--- src/rtl/hdmi_pattern_gen.sv ---
// Video timing generator and test-pattern source for the HDMI path.
// Counter state (h,v) is turned into registered den/hsync/vsync/pixel_data one clock later.
module hdmi_pattern_gen #(
   parameter int H_ACTIVE = 1280,
   parameter int H_FP     = 110,
   parameter int H_SYNC   = 40,
   parameter int H_BP     = 220,
   parameter int V_ACTIVE = 720,
   parameter int V_FP     = 5,
   parameter int V_SYNC   = 5,
   parameter int V_BP     = 20,
   parameter bit HS_POL   = 1'b1,
   parameter bit VS_POL   = 1'b1
) (
   input  logic        clk_pixel,
   input  logic        sys_nrst,
   input  logic        pattern_en,
   input  logic [1:0]  mode_sel,
   input  logic [23:0] solid_rgb,
   output logic        den,
   output logic        hsync,
   output logic        vsync,
   output logic [23:0] pixel_data,
   output logic        frame_start,
   output logic [15:0] frame_cnt
);

   localparam int H_TOTAL = H_ACTIVE + H_FP + H_SYNC + H_BP;
   localparam int V_TOTAL = V_ACTIVE + V_FP + V_SYNC + V_BP;
   localparam int HW      = $clog2(H_TOTAL);
   localparam int VW      = $clog2(V_TOTAL);
   localparam int BAR_W   = H_ACTIVE / 8;

   localparam logic [HW-1:0] H_LAST   = HW'(H_TOTAL - 1);
   localparam logic [VW-1:0] V_LAST   = VW'(V_TOTAL - 1);
   localparam logic [31:0]   H_ACT_L  = 32'(H_ACTIVE);
   localparam logic [31:0]   V_ACT_L  = 32'(V_ACTIVE);
   localparam logic [31:0]   HS_BEG_L = 32'(H_ACTIVE + H_FP);
   localparam logic [31:0]   HS_END_L = 32'(H_ACTIVE + H_FP + H_SYNC);
   localparam logic [31:0]   VS_BEG_L = 32'(V_ACTIVE + V_FP);
   localparam logic [31:0]   VS_END_L = 32'(V_ACTIVE + V_FP + V_SYNC);

   logic [HW-1:0] r_h;
   logic [VW-1:0] r_v;
   logic [15:0]   r_frame_cnt;
   logic          r_started;
   logic [1:0]    r_mode;
   logic          r_en;
   logic [23:0]   r_solid;
   logic          r_den;
   logic          r_hs;
   logic          r_vs;
   logic          r_fs;
   logic [23:0]   r_pix;

   logic [31:0]   w_h32;
   logic [31:0]   w_v32;
   logic          w_origin;
   logic          w_h_last;
   logic          w_v_last;
   logic [1:0]    w_mode;
   logic          w_en;
   logic [23:0]   w_solid;
   logic          w_active;
   logic          w_hs_act;
   logic          w_vs_act;
   logic [6:0]    w_bar_ge;
   logic [2:0]    w_bar_idx;
   logic [23:0]   w_bar_rgb;
   logic [7:0]    w_grad;
   logic [23:0]   w_pat;
   logic [23:0]   w_pix_next;

   assign w_h32    = 32'(r_h);
   assign w_v32    = 32'(r_v);
   assign w_origin = (r_h == '0) && (r_v == '0);
   assign w_h_last = (r_h == H_LAST);
   assign w_v_last = (r_v == V_LAST);

   // The first pixel of a frame must already see the freshly sampled controls.
   assign w_mode  = w_origin ? mode_sel   : r_mode;
   assign w_en    = w_origin ? pattern_en : r_en;
   assign w_solid = w_origin ? solid_rgb  : r_solid;

   assign w_active = (w_h32 < H_ACT_L) && (w_v32 < V_ACT_L);
   assign w_hs_act = (w_h32 >= HS_BEG_L) && (w_h32 < HS_END_L);
   assign w_vs_act = (w_v32 >= VS_BEG_L) && (w_v32 < VS_END_L);

   // Thermometer of bar boundaries; the count of set bits is the bar index.
   genvar gi;
   generate
      for (gi = 1; gi < 8; gi++) begin : g_bar_cmp
         assign w_bar_ge[gi-1] = (w_h32 >= 32'(gi * BAR_W));
      end
   endgenerate

   always_comb begin
      w_bar_idx = '0;
      for (int i = 0; i < 7; i++) begin
         w_bar_idx = w_bar_idx + {2'b00, w_bar_ge[i]};
      end
   end

   always_comb begin
      w_bar_rgb = 24'h000000;
      case (w_bar_idx)
         3'd0: w_bar_rgb = 24'hFFFFFF;
         3'd1: w_bar_rgb = 24'hFFFF00;
         3'd2: w_bar_rgb = 24'h00FFFF;
         3'd3: w_bar_rgb = 24'h00FF00;
         3'd4: w_bar_rgb = 24'hFF00FF;
         3'd5: w_bar_rgb = 24'hFF0000;
         3'd6: w_bar_rgb = 24'h0000FF;
         default: w_bar_rgb = 24'h000000;
      endcase
   end

   assign w_grad = w_h32[7:0] + r_frame_cnt[7:0];

   always_comb begin
      w_pat = 24'h000000;
      case (w_mode)
         2'd0: w_pat = w_bar_rgb;
         2'd1: w_pat = {w_grad, w_grad, w_grad};
         2'd2: w_pat = (w_h32[5] ^ w_v32[5]) ? 24'hFFFFFF : 24'h000000;
         default: w_pat = w_solid;
      endcase
   end

   assign w_pix_next = (w_active && w_en) ? w_pat : 24'h000000;

   // After reset release one edge only samples the controls, so pixel (0,0) appears at edge 2.
   always_ff @(posedge clk_pixel or negedge sys_nrst) begin
      if (!sys_nrst) begin
         r_h         <= '0;
         r_v         <= '0;
         r_frame_cnt <= '0;
         r_started   <= 1'b0;
         r_mode      <= 2'd0;
         r_en        <= 1'b0;
         r_solid     <= 24'h000000;
         r_den       <= 1'b0;
         r_hs        <= ~HS_POL;
         r_vs        <= ~VS_POL;
         r_fs        <= 1'b0;
         r_pix       <= 24'h000000;
      end else if (!r_started) begin
         r_started <= 1'b1;
         r_mode    <= mode_sel;
         r_en      <= pattern_en;
         r_solid   <= solid_rgb;
      end else begin
         r_mode  <= w_mode;
         r_en    <= w_en;
         r_solid <= w_solid;
         r_den   <= w_active;
         r_hs    <= w_hs_act ? HS_POL : ~HS_POL;
         r_vs    <= w_vs_act ? VS_POL : ~VS_POL;
         r_fs    <= w_origin;
         r_pix   <= w_pix_next;
         if (w_h_last) begin
            r_h <= '0;
            if (w_v_last) begin
               r_v         <= '0;
               r_frame_cnt <= r_frame_cnt + 16'd1;
            end else begin
               r_v <= r_v + VW'(1);
            end
         end else begin
            r_h <= r_h + HW'(1);
         end
      end
   end

   assign den         = r_den;
   assign hsync       = r_hs;
   assign vsync       = r_vs;
   assign pixel_data  = r_pix;
   assign frame_start = r_fs;
   assign frame_cnt   = r_frame_cnt;

endmodule

--- config.mk ---
export PLATFORM = sky130hd
export DESIGN_NAME = hdmi_pattern_gen
export DESIGN_NICKNAME = d
export VERILOG_FILES = /design/src/rtl/hdmi_pattern_gen.sv
export SDC_FILE = /design/constraint.sdc
export NUM_CORES = 1
export LEC_CHECK = 0
export CORE_MARGIN = 2
export CORE_UTILIZATION = 23
export CTS_CLUSTER_SIZE = 8
export DETAILED_ROUTE_END_ITERATION = 8
export PLACE_DENSITY = 0.51
export SYNTH_ARGS = -nofsm -noshare
export SYNTH_HDL_FRONTEND = slang
export SYNTH_SLANG_ARGS = --single-unit
--- constraint.sdc ---
create_clock -name clk_pixel -period 8.8 [get_ports clk_pixel]
set_input_delay 2.64 -clock clk_pixel [delete_from_list [all_inputs] [get_ports clk_pixel]]
set_output_delay 2.64 -clock clk_pixel [all_outputs]
set_load 0.005 [all_outputs]
# Word-level counts from Yosys, hierarchy flattened
# Cells that the tools add are included.
dict set report classes {
  n_addsub 10
  n_lt_le_gt_ge 13
  eq_ne 10
  muxes 14
  bitwise 1
  reduce_logical 11
}
# op n
set op_table {}
lappend op_table {{case mux 24 bit (7 select lines)} 1}
lappend op_table {{two-way mux 24 bit} 4}
lappend op_table {{case mux 24 bit (3 select lines)} 1}
lappend op_table {{>= comparator 11 x 10 -> 1 bit, second input constant} 3}
lappend op_table {{>= comparator 11 bit, second input constant} 2}
lappend op_table {{>= comparator 11 x 9 -> 1 bit, second input constant} 2}
lappend op_table {{< comparator 11 bit, second input constant} 2}
lappend op_table {{< comparator 10 bit, second input constant} 2}
lappend op_table {{adder 16 x 1 -> 16 bit, second input constant} 1}
lappend op_table {{adder 3 x 1 -> 3 bit} 4}
lappend op_table {{adder 11 x 1 -> 11 bit, second input constant} 1}
lappend op_table {{equality test 11 bit, second input constant} 1}
lappend op_table {{>= comparator 11 x 8 -> 1 bit, second input constant} 1}
lappend op_table {{logical NOT 11 bit} 1}
lappend op_table {{two-way mux 11 bit} 1}
lappend op_table {{adder 10 x 1 -> 10 bit, second input constant} 1}
lappend op_table {{equality test 10 bit, second input constant} 1}
lappend op_table {{>= comparator 10 bit, second input constant} 1}
lappend op_table {{logical NOT 10 bit} 1}
lappend op_table {{two-way mux 10 bit} 1}
lappend op_table {{equality test 3 bit, second input constant} 3}
lappend op_table {{adder 8 bit} 1}
lappend op_table {{equality test 3 x 2 -> 1 bit, second input constant} 2}
lappend op_table {{logical AND 1 bit} 5}
lappend op_table {{other kinds (12)} 16}
dict set report totals {
  register_bits 93
  elab_cells 71
}

# Logic depth before layout (Yosys ltp)
# Gate-level depths: netlist of the first run.
dict set report logic_depth {
  word_depth 11
  mapped_depth 12
  ltp_nobuf 11
}

# Worst setup path before layout of the first run
# No wires, ideal clock.
dict set report synth_path {
  path_kind {register -> register}
  start {register r_h[6]}
  end {register r_pix[23], in the netlist pixel_data[23]}
  setup_ns 0.122
  t_arrival_ns 4.185
  required_time_ns 8.678
  slack_ns 4.493
  stages_incl_launch_ff 13
  path_buffers 1
  path_cell_list {dfrtp_1 clkbuf_1 nor2_1 inv_1 a2111oi_0 fa_1 fa_1 inv_1 fa_1 fa_1 a21oi_1 or4_1 a32o_1}
}
dict set report synth_between {
  elab_chain_len 11
  word_cells_on_any_way 35
}
# element line_no
set synth_lines {}
lappend synth_lines {{start: declaration} 43} ;# logic [HW-1:0] r_h;
lappend synth_lines {{start signal: assignment} 170} ;# r_h <= r_h + HW'(1);
lappend synth_lines {{>= comparator 11 x 8 -> 1 bit or >= comparator 11 x 9 -> 1 bit (tied branches)} 93} ;# assign w_bar_ge[gi-1] = (w_h32 >= 32'(gi * BAR_W));
lappend synth_lines {{adder 1 x 1 -> 2 bit} 100} ;# w_bar_idx = w_bar_idx + {2'b00, w_bar_ge[i]};
lappend synth_lines {{adder 2 x 1 -> 3 bit} 100}
lappend synth_lines {{adder 3 x 1 -> 3 bit (4 in series)} 100}
lappend synth_lines {{equality test 3 bit (tied with other cells)} 106} ;# case (w_bar_idx)
lappend synth_lines {{case mux 24 bit (7 select lines)} 106}
lappend synth_lines {{case mux 24 bit (3 select lines)} 122} ;# case (w_mode)
lappend synth_lines {{two-way mux 24 bit *} 130} ;# assign w_pix_next = (w_active && w_en) ? w_pat : 24'h000000;
lappend synth_lines {{end signal: assignment} 160} ;# r_pix <= w_pix_next;
lappend synth_lines {{end: declaration} 54} ;# logic [23:0] r_pix;
# Mark *: on every way between the ends. The rest lies on a longest branch, timed or not.
# A chain may end at the register's enable or synchronous reset.

# Worst setup path after layout of the first run
dict set report layout_path {
  start {input port mode_sel[1]}
  end {register r_pix[7], in the netlist pixel_data[7]}
}
dict set report layout_between {
  elab_chain_len 4
  word_cells_on_any_way 6
}
# element line_no
set layout_lines {}
lappend layout_lines {{start: declaration} 18} ;# input logic [1:0] mode_sel,
lappend layout_lines {{two-way mux 2 bit *} 81} ;# assign w_mode = w_origin ? mode_sel : r_mode;
lappend layout_lines {{equality test 2 bit (tied with other cells)} 122}
lappend layout_lines {{case mux 24 bit (3 select lines) *} 122}
lappend layout_lines {{two-way mux 24 bit *} 130}
# Marked as above.

==> flow_summary.toml, run 1 <==
[placed_design]
portBuffers = 72
dp_cells = 927
dp_hpwl_um = 11000
finalWeightedCongestion = 0.773

[hold_path]
min_from = "frame_cnt[15]"
worstHoldEndpoint = "frame_cnt[15]"
holdPathStages = 1
hold_path_class = "reg2reg"

[die]
dieArea_um2 = 24900
die_x_um = 158
rows = 56
io_pins = 73
start_util_pct = 23.4
core_um2 = 23300
die_y_um = 158

[critical_path]
worst_setup_path_start_kind = "input port"
r2r-end = "pixel_data[23]"
r2r-start = "r_h[6]"
critPathCaptureType = "flip-flop"
worstPathMaxFanout = 25
r2r_slack_ns = 4.22
ff2ff_path_depth = 11
critical_path_arrival_ns = 5.17
critical_path_class = "in2reg"
required_ns = 9.03

[cells_and_area]
area_delta_synth_final_pct = 24.5
fin_nets = 668
num-fill-cells = 2462
antenna_cells = 0
final_cells = 943
drive_above_1_share_pct = 9.62

[clock_network]
insertion_delay_ns = 0.35
cts.clk_slew.worst_paths_ns = 0.07
cts_hold_buffers = 0
htree_levels = 3
numCtsBuffers = 9
cts_buffer_depth = 2
cts_root_buffer = "clkbuf_16"
clock-sinks = 93
cts_tree = "built"
postCtsSetupBuffers = 0
cts.repair.resized = 0

[sta]
fin_tns_setup_ns = 0
tightest_slew_ns = 1.10
final_max_slew_viol_count = 0
max_freq_mhz = 203
min_period_over_period_pct = 56.1
hold_violations = 0
relSlewSlack_pct = 26.3
layout_min_cycle_time_ns = 4.94
clock_skew_ns = 0.0113
finalSetupViolCount = 0
rsz0062_at_grt = "no"

[global_routing]
grt_util_all_layers_pct = 13.1
overflow = 0
grt_pass1_wl_um = 25400
antenna_found_initial = 0
grt_max_degree = 50
grt_pass1_vias = 4529

[drt]
wire_per_inst_um = 16.6
routed_via_density = 4.84
ant_nets = 0
drc = 0
drt_iter0_drc = 302
wl_met1_um = 7510
met2_length_um = 7140
met3WireLength_um = 784
vias = 4561
first_pass_iters = 5
routed_wirelength_um = 15600
top_layer = "met4"

[yosys]
synth-async-reset-ratio_pct = 100
synth_top_area_share_pct = 42.7
synth_nets = 616
synth-seq-area-share_pct = 42.7
ys_ff_latch = 93
synth_area_leaders = "dfrtp_1 (43%), o21ai_0 (7.3%), mux2_2 (6.0%)"
ys_types = 56
synthCells = 567
synth_largest_area_cell = "dfrtp_1"
syn_area_per_cell_um2 = 9.61
synth_warnings = 0
synth-edff-count = 0
yosys_most_used_dff = "dfrtp_1"
synthesis.area_um2 = 5450

[power_and_ir_drop]
p_per_area_nw_per_um2 = 234
p_leak_nw = 2.77
p_total_w = 0.00159
peakVddDrop_v = 0.0000830

[job]
max_cap_viol_count = 0

[outcome]
status = "complete, no violations"
==> final cells by class <==
cell class / count / area, um^2 / area share, %
multi-input cells: 423 / 2930 / 43.1
clock inverters: 7 / 97.6 / 1.44
flip-flops and latches: 93 / 2330 / 34.3
clock buffers: 9 / 225 / 3.32
inverters: 15 / 56.3 / 0.829
well taps: 319 / 399 / 5.88
repair buffers: 77 / 756 / 11.1
==> cells in the final DEF, fill, tap and decap left out, types with 14 or more instances in the layout <==
| cell type | Yosys | final |
|---|---|---|
| nand3_1 | 15 | 15 |
| o21ai_0 | 79 | 79 |
| nand2_1 | 35 | 35 |
| dfrtp_1 | 93 | 93 |
| ha_1 | 15 | 15 |
| xor2_1 | 16 | 16 |
| inv_1 | 14 | 14 |
| or3_1 | 14 | 14 |
| o211ai_1 | 21 | 21 |
| clkdlybuf4s50_1 | 0 | 71 |
| mux2_2 | 29 | 29 |
| nor2_1 | 44 | 44 |
| a32o_1 | 18 | 18 |
==> report_power, final <==
part	internal [W]	switching, W
combinational	0.000279	0.000263
sequential	0.000519	0.0000961
clock	0.000250	0.000179
total	0.00105	0.000538
==> routing by layer <==
layer | global-route usage, % | up-vias
met4 | 4.25 | 0
met3 | 2.79 | 14
met2 | 20.6 | 92
li1 | - | 2211
met1 | 18.0 | 2244
met5 | 0 | -
==> how the worst max path moves through the flow <==
stage / startpoint / to / slack (ns) / cells after the start
global route: mode_sel[1] / pixel_data[15] / 3.67 / 5
CTS: mode_sel[1] / pixel_data[7] / 3.88 / 5
finish: mode_sel[1] / pixel_data[7] / 3.86 / 5
floorplan: r_h[6] / pixel_data[23] / 4.49 / 12
detailed placement: mode_sel[1] / pixel_data[7] / 3.50 / 5
global placement: mode_sel[1] / pixel_data[23] / 3.55 / 5
==> metrics by stage <==
step / util [%] / instance area, um^2 / hold slack, ns / setup WS [ns]
finish: 29.1 / 6790 / 0.469 / 3.86
global route: 29.1 / 6790 / 0.499 / 3.67
CTS: 29.1 / 6790 / 0.475 / 3.88
detailed placement: 27.7 / 6460 / 0.459 / 3.50
global placement: 27.7 / 6460 / 0.463 / 3.55
floorplan: - / 5450 / 0.465 / 4.49
==> cells in the mapped netlist, types with 3 or more instances <==
| master | count |
|---|---|
| dfrtp_1 | 93 |
| o21ai_0 | 79 |
| nor2_1 | 44 |
| nand2_1 | 35 |
| clkbuf_1 | 32 |
| mux2_2 | 29 |
| o211ai_1 | 21 |
| a32o_1 | 18 |
| xor2_1 | 16 |
| ha_1 | 15 |
| nand3_1 | 15 |
| inv_1 | 14 |
| or3_1 | 14 |
| a21oi_1 | 11 |
| xnor2_1 | 11 |
| or4_1 | 10 |
| a2111oi_0 | 7 |
| and3_1 | 7 |
| nor3_1 | 7 |
| o2bb2ai_1 | 7 |
| nand4_1 | 6 |
| nor4_1 | 6 |
| o31ai_1 | 6 |
| fa_1 | 5 |
| nand2b_1 | 5 |
| and2_1 | 4 |
| nor2b_1 | 4 |
| a22oi_1 | 3 |
| a31oi_1 | 3 |
| nand3b_1 | 3 |
==> cell families after synthesis <==
group	synth area share, %
AND/OR/NAND/NOR	17.1
AO/OA/AOI/OAI	20.5
XOR/XNOR	4.34
multiplexers	6.36
adder cells (fa/ha/maj)	5.28
other	0.0688
buffers and inverters	3.67
flip-flops	42.7
==> state kept, by name (all words and copies together) (netlist names) <==
register	flops
r_mode	2
vsync	1
den	1
r_h	11
frame_cnt	16
r_started	1
r_en	1
r_v	10
r_solid	24
hsync	1
pixel_data	24
frame_start	1
==> worst max-delay path, cell delays in order <==
cell	delay [ns]
clkdlybuf4s50_1	0.47
nand2_1	0.67
mux2i_2	0.48
or4_1	0.64
a32o_1	0.27
Note: power is estimated with default switching activity, not from simulation.
==> inputs of run 2 (changes only) <==
==> constraint.sdc (replaced) <==
create_clock -name clk_pixel -period 4.7 [get_ports clk_pixel]
set_input_delay 1.41 -clock clk_pixel [delete_from_list [all_inputs] [get_ports clk_pixel]]
set_output_delay 1.41 -clock clk_pixel [all_outputs]
set_load 0.005 [all_outputs]
==> flow_summary.toml, run 2 (synthesis gave the netlist of run 1 again) <==
[outcome]
status = "complete, no violations"

[power_and_ir_drop]
p_total_w = 0.00301
internal_power_w = 0.00198
power_frac_clock_pct = 27.7
swShare_pct = 34.3
peakVddDrop_v = 0.000162
net-switching-power_w = 0.00103
p_leak_nw = 2.82
p_seq_share_pct = 37.7
p_per_area_nw_per_um2 = 439
combPwrFrac_pct = 34.7

[critical_path]
required_ns = 4.95
worstPathMaxFanout = 8
critical_path_class = "reg2reg"
worst_setup_path_start_kind = "flip-flop"
critical_path_arrival_ns = 4.53
critPathCaptureType = "flip-flop"

[clock_network]
cts.clk_slew.worst_paths_ns = 0.07
cts_tree = "built"
numCtsBuffers = 9
clock-sinks = 93
cts_root_buffer = "clkbuf_16"
htree_levels = 3
insertion_delay_ns = 0.36
cts.repair.resized = 0
cts_hold_buffers = 0
cts_buffer_depth = 2
postCtsSetupBuffers = 0

[job]
max_cap_viol_count = 0

[drt]
ant_nets = 0
drt_iter0_drc = 398
first_pass_iters = 5
vias = 4639
drc = 0
routed_via_density = 4.87
wire_per_inst_um = 16.9
routed_wirelength_um = 16100

[hold_path]
hold_path_class = "reg2reg"

[cells_and_area]
fin_nets = 677
final_cells = 952
multi_input_area_um2 = 2930
final_cell_mix = "dfrtp_1 (93), o21ai_0 (79), clkdlybuf4s50_1 (71)"
final_core_util_pct = 29.4
seq_area_um2 = 2330
area_delta_synth_final_pct = 25.9
antenna_cells = 0
final_common_cell = "dfrtp_1"
drive_above_1_share_pct = 10.9
num-fill-cells = 2439

[placed_design]
portBuffers = 72
dp_cells = 936
dp_hpwl_um = 11200
finalWeightedCongestion = 0.826

[die]
dieArea_um2 = 24900
rows = 56
die_y_um = 158
start_util_pct = 23.4
io_pins = 73
core_um2 = 23300
die_x_um = 158

[sta]
hold_violations = 0
tightest_slew_ns = 1.12
max_freq_mhz = 234
relSlewSlack_pct = 24.8
fin_tns_setup_ns = 0
clock_skew_ns = 0.0124
final_max_slew_viol_count = 0
rsz0062_at_grt = "no"
layout_min_cycle_time_ns = 4.28
min_period_over_period_pct = 91.0
finalSetupViolCount = 0

[global_routing]
grt_max_degree = 45
busiest_layer = "met2"
use_met1_pct = 18.7
grt_util_all_layers_pct = 13.5
grt_pass1_wl_um = 26000
antenna_found_initial = 0
overflow = 0
grt_use_met2_pct = 20.8
grt_pass1_vias = 4613
grtUsageMet3_pct = 2.68
## run 2: critical path, stage by stage, from the launching register on
cell and delay (ns):
dfrtp_1 0.38, nor2_1 0.24, inv_1 0.09, a2111oi_0 0.44, buf_4 0.19, fa_1 0.41, fa_1 0.54, inv_1 0.05
fa_1 0.42, fa_1 0.49, a21oi_1 0.12, or4_1 0.55, a32o_1 0.26
## run 2: metrics by stage
step	setup slack, ns	area [um^2]	hold slack, ns
finish	0.422	6860	0.476
CTS	0.420	6860	0.479
floorplan	0.393	5450	0.465
global placement	0.477	6530	0.464
global route	0.204	6860	0.509
detailed placement	0.428	6530	0.463
## run 2: metal layers
| layer | vias up | routed length, um |
|---|---|---|
| met5 | - | 0 |
| met4 | 0 | 240 |
| met3 | 16 | 809 |
| met2 | 109 | 7300 |
| met1 | 2285 | 7710 |
| li1 | 2229 | - |
## run 2: layout make-up
class	count	share of cell area, %
multi-input combinational	423	42.6
sequential	93	33.9
timing repair buffer	86	12.0
tap	319	5.82
clock buffer	9	3.28
clock inverter	7	1.53
inverter	15	0.820
## run 2: path summary, 6_finish.rpt
kind                             endpoint  slack (ns)  cells after the start          start
min in group asynchronous      r_solid[9]        1.06                      1       sys_nrst
max in group asynchronous    frame_cnt[6]        2.77                      2       sys_nrst
setup reg to reg           pixel_data[23]        0.42                     12         r_h[5]
setup / recovery           pixel_data[23]        0.42                     12         r_h[5]
hold / removal              frame_cnt[15]        0.48                      1  frame_cnt[15]
hold reg to reg             frame_cnt[15]        0.48                      1  frame_cnt[15]
## run 2: power by group through the flow
stage | Combinational (W) | Sequential (W) | Clock [W]
floorplan | 0.000608 | 0.00110 | 0
global placement | 0.00104 | 0.00116 | 0
detailed placement | 0.00105 | 0.00116 | 0
CTS | 0.00106 | 0.00114 | 0.000855
global route | 0.00116 | 0.00117 | 0.000891
finish | 0.00104 | 0.00114 | 0.000834
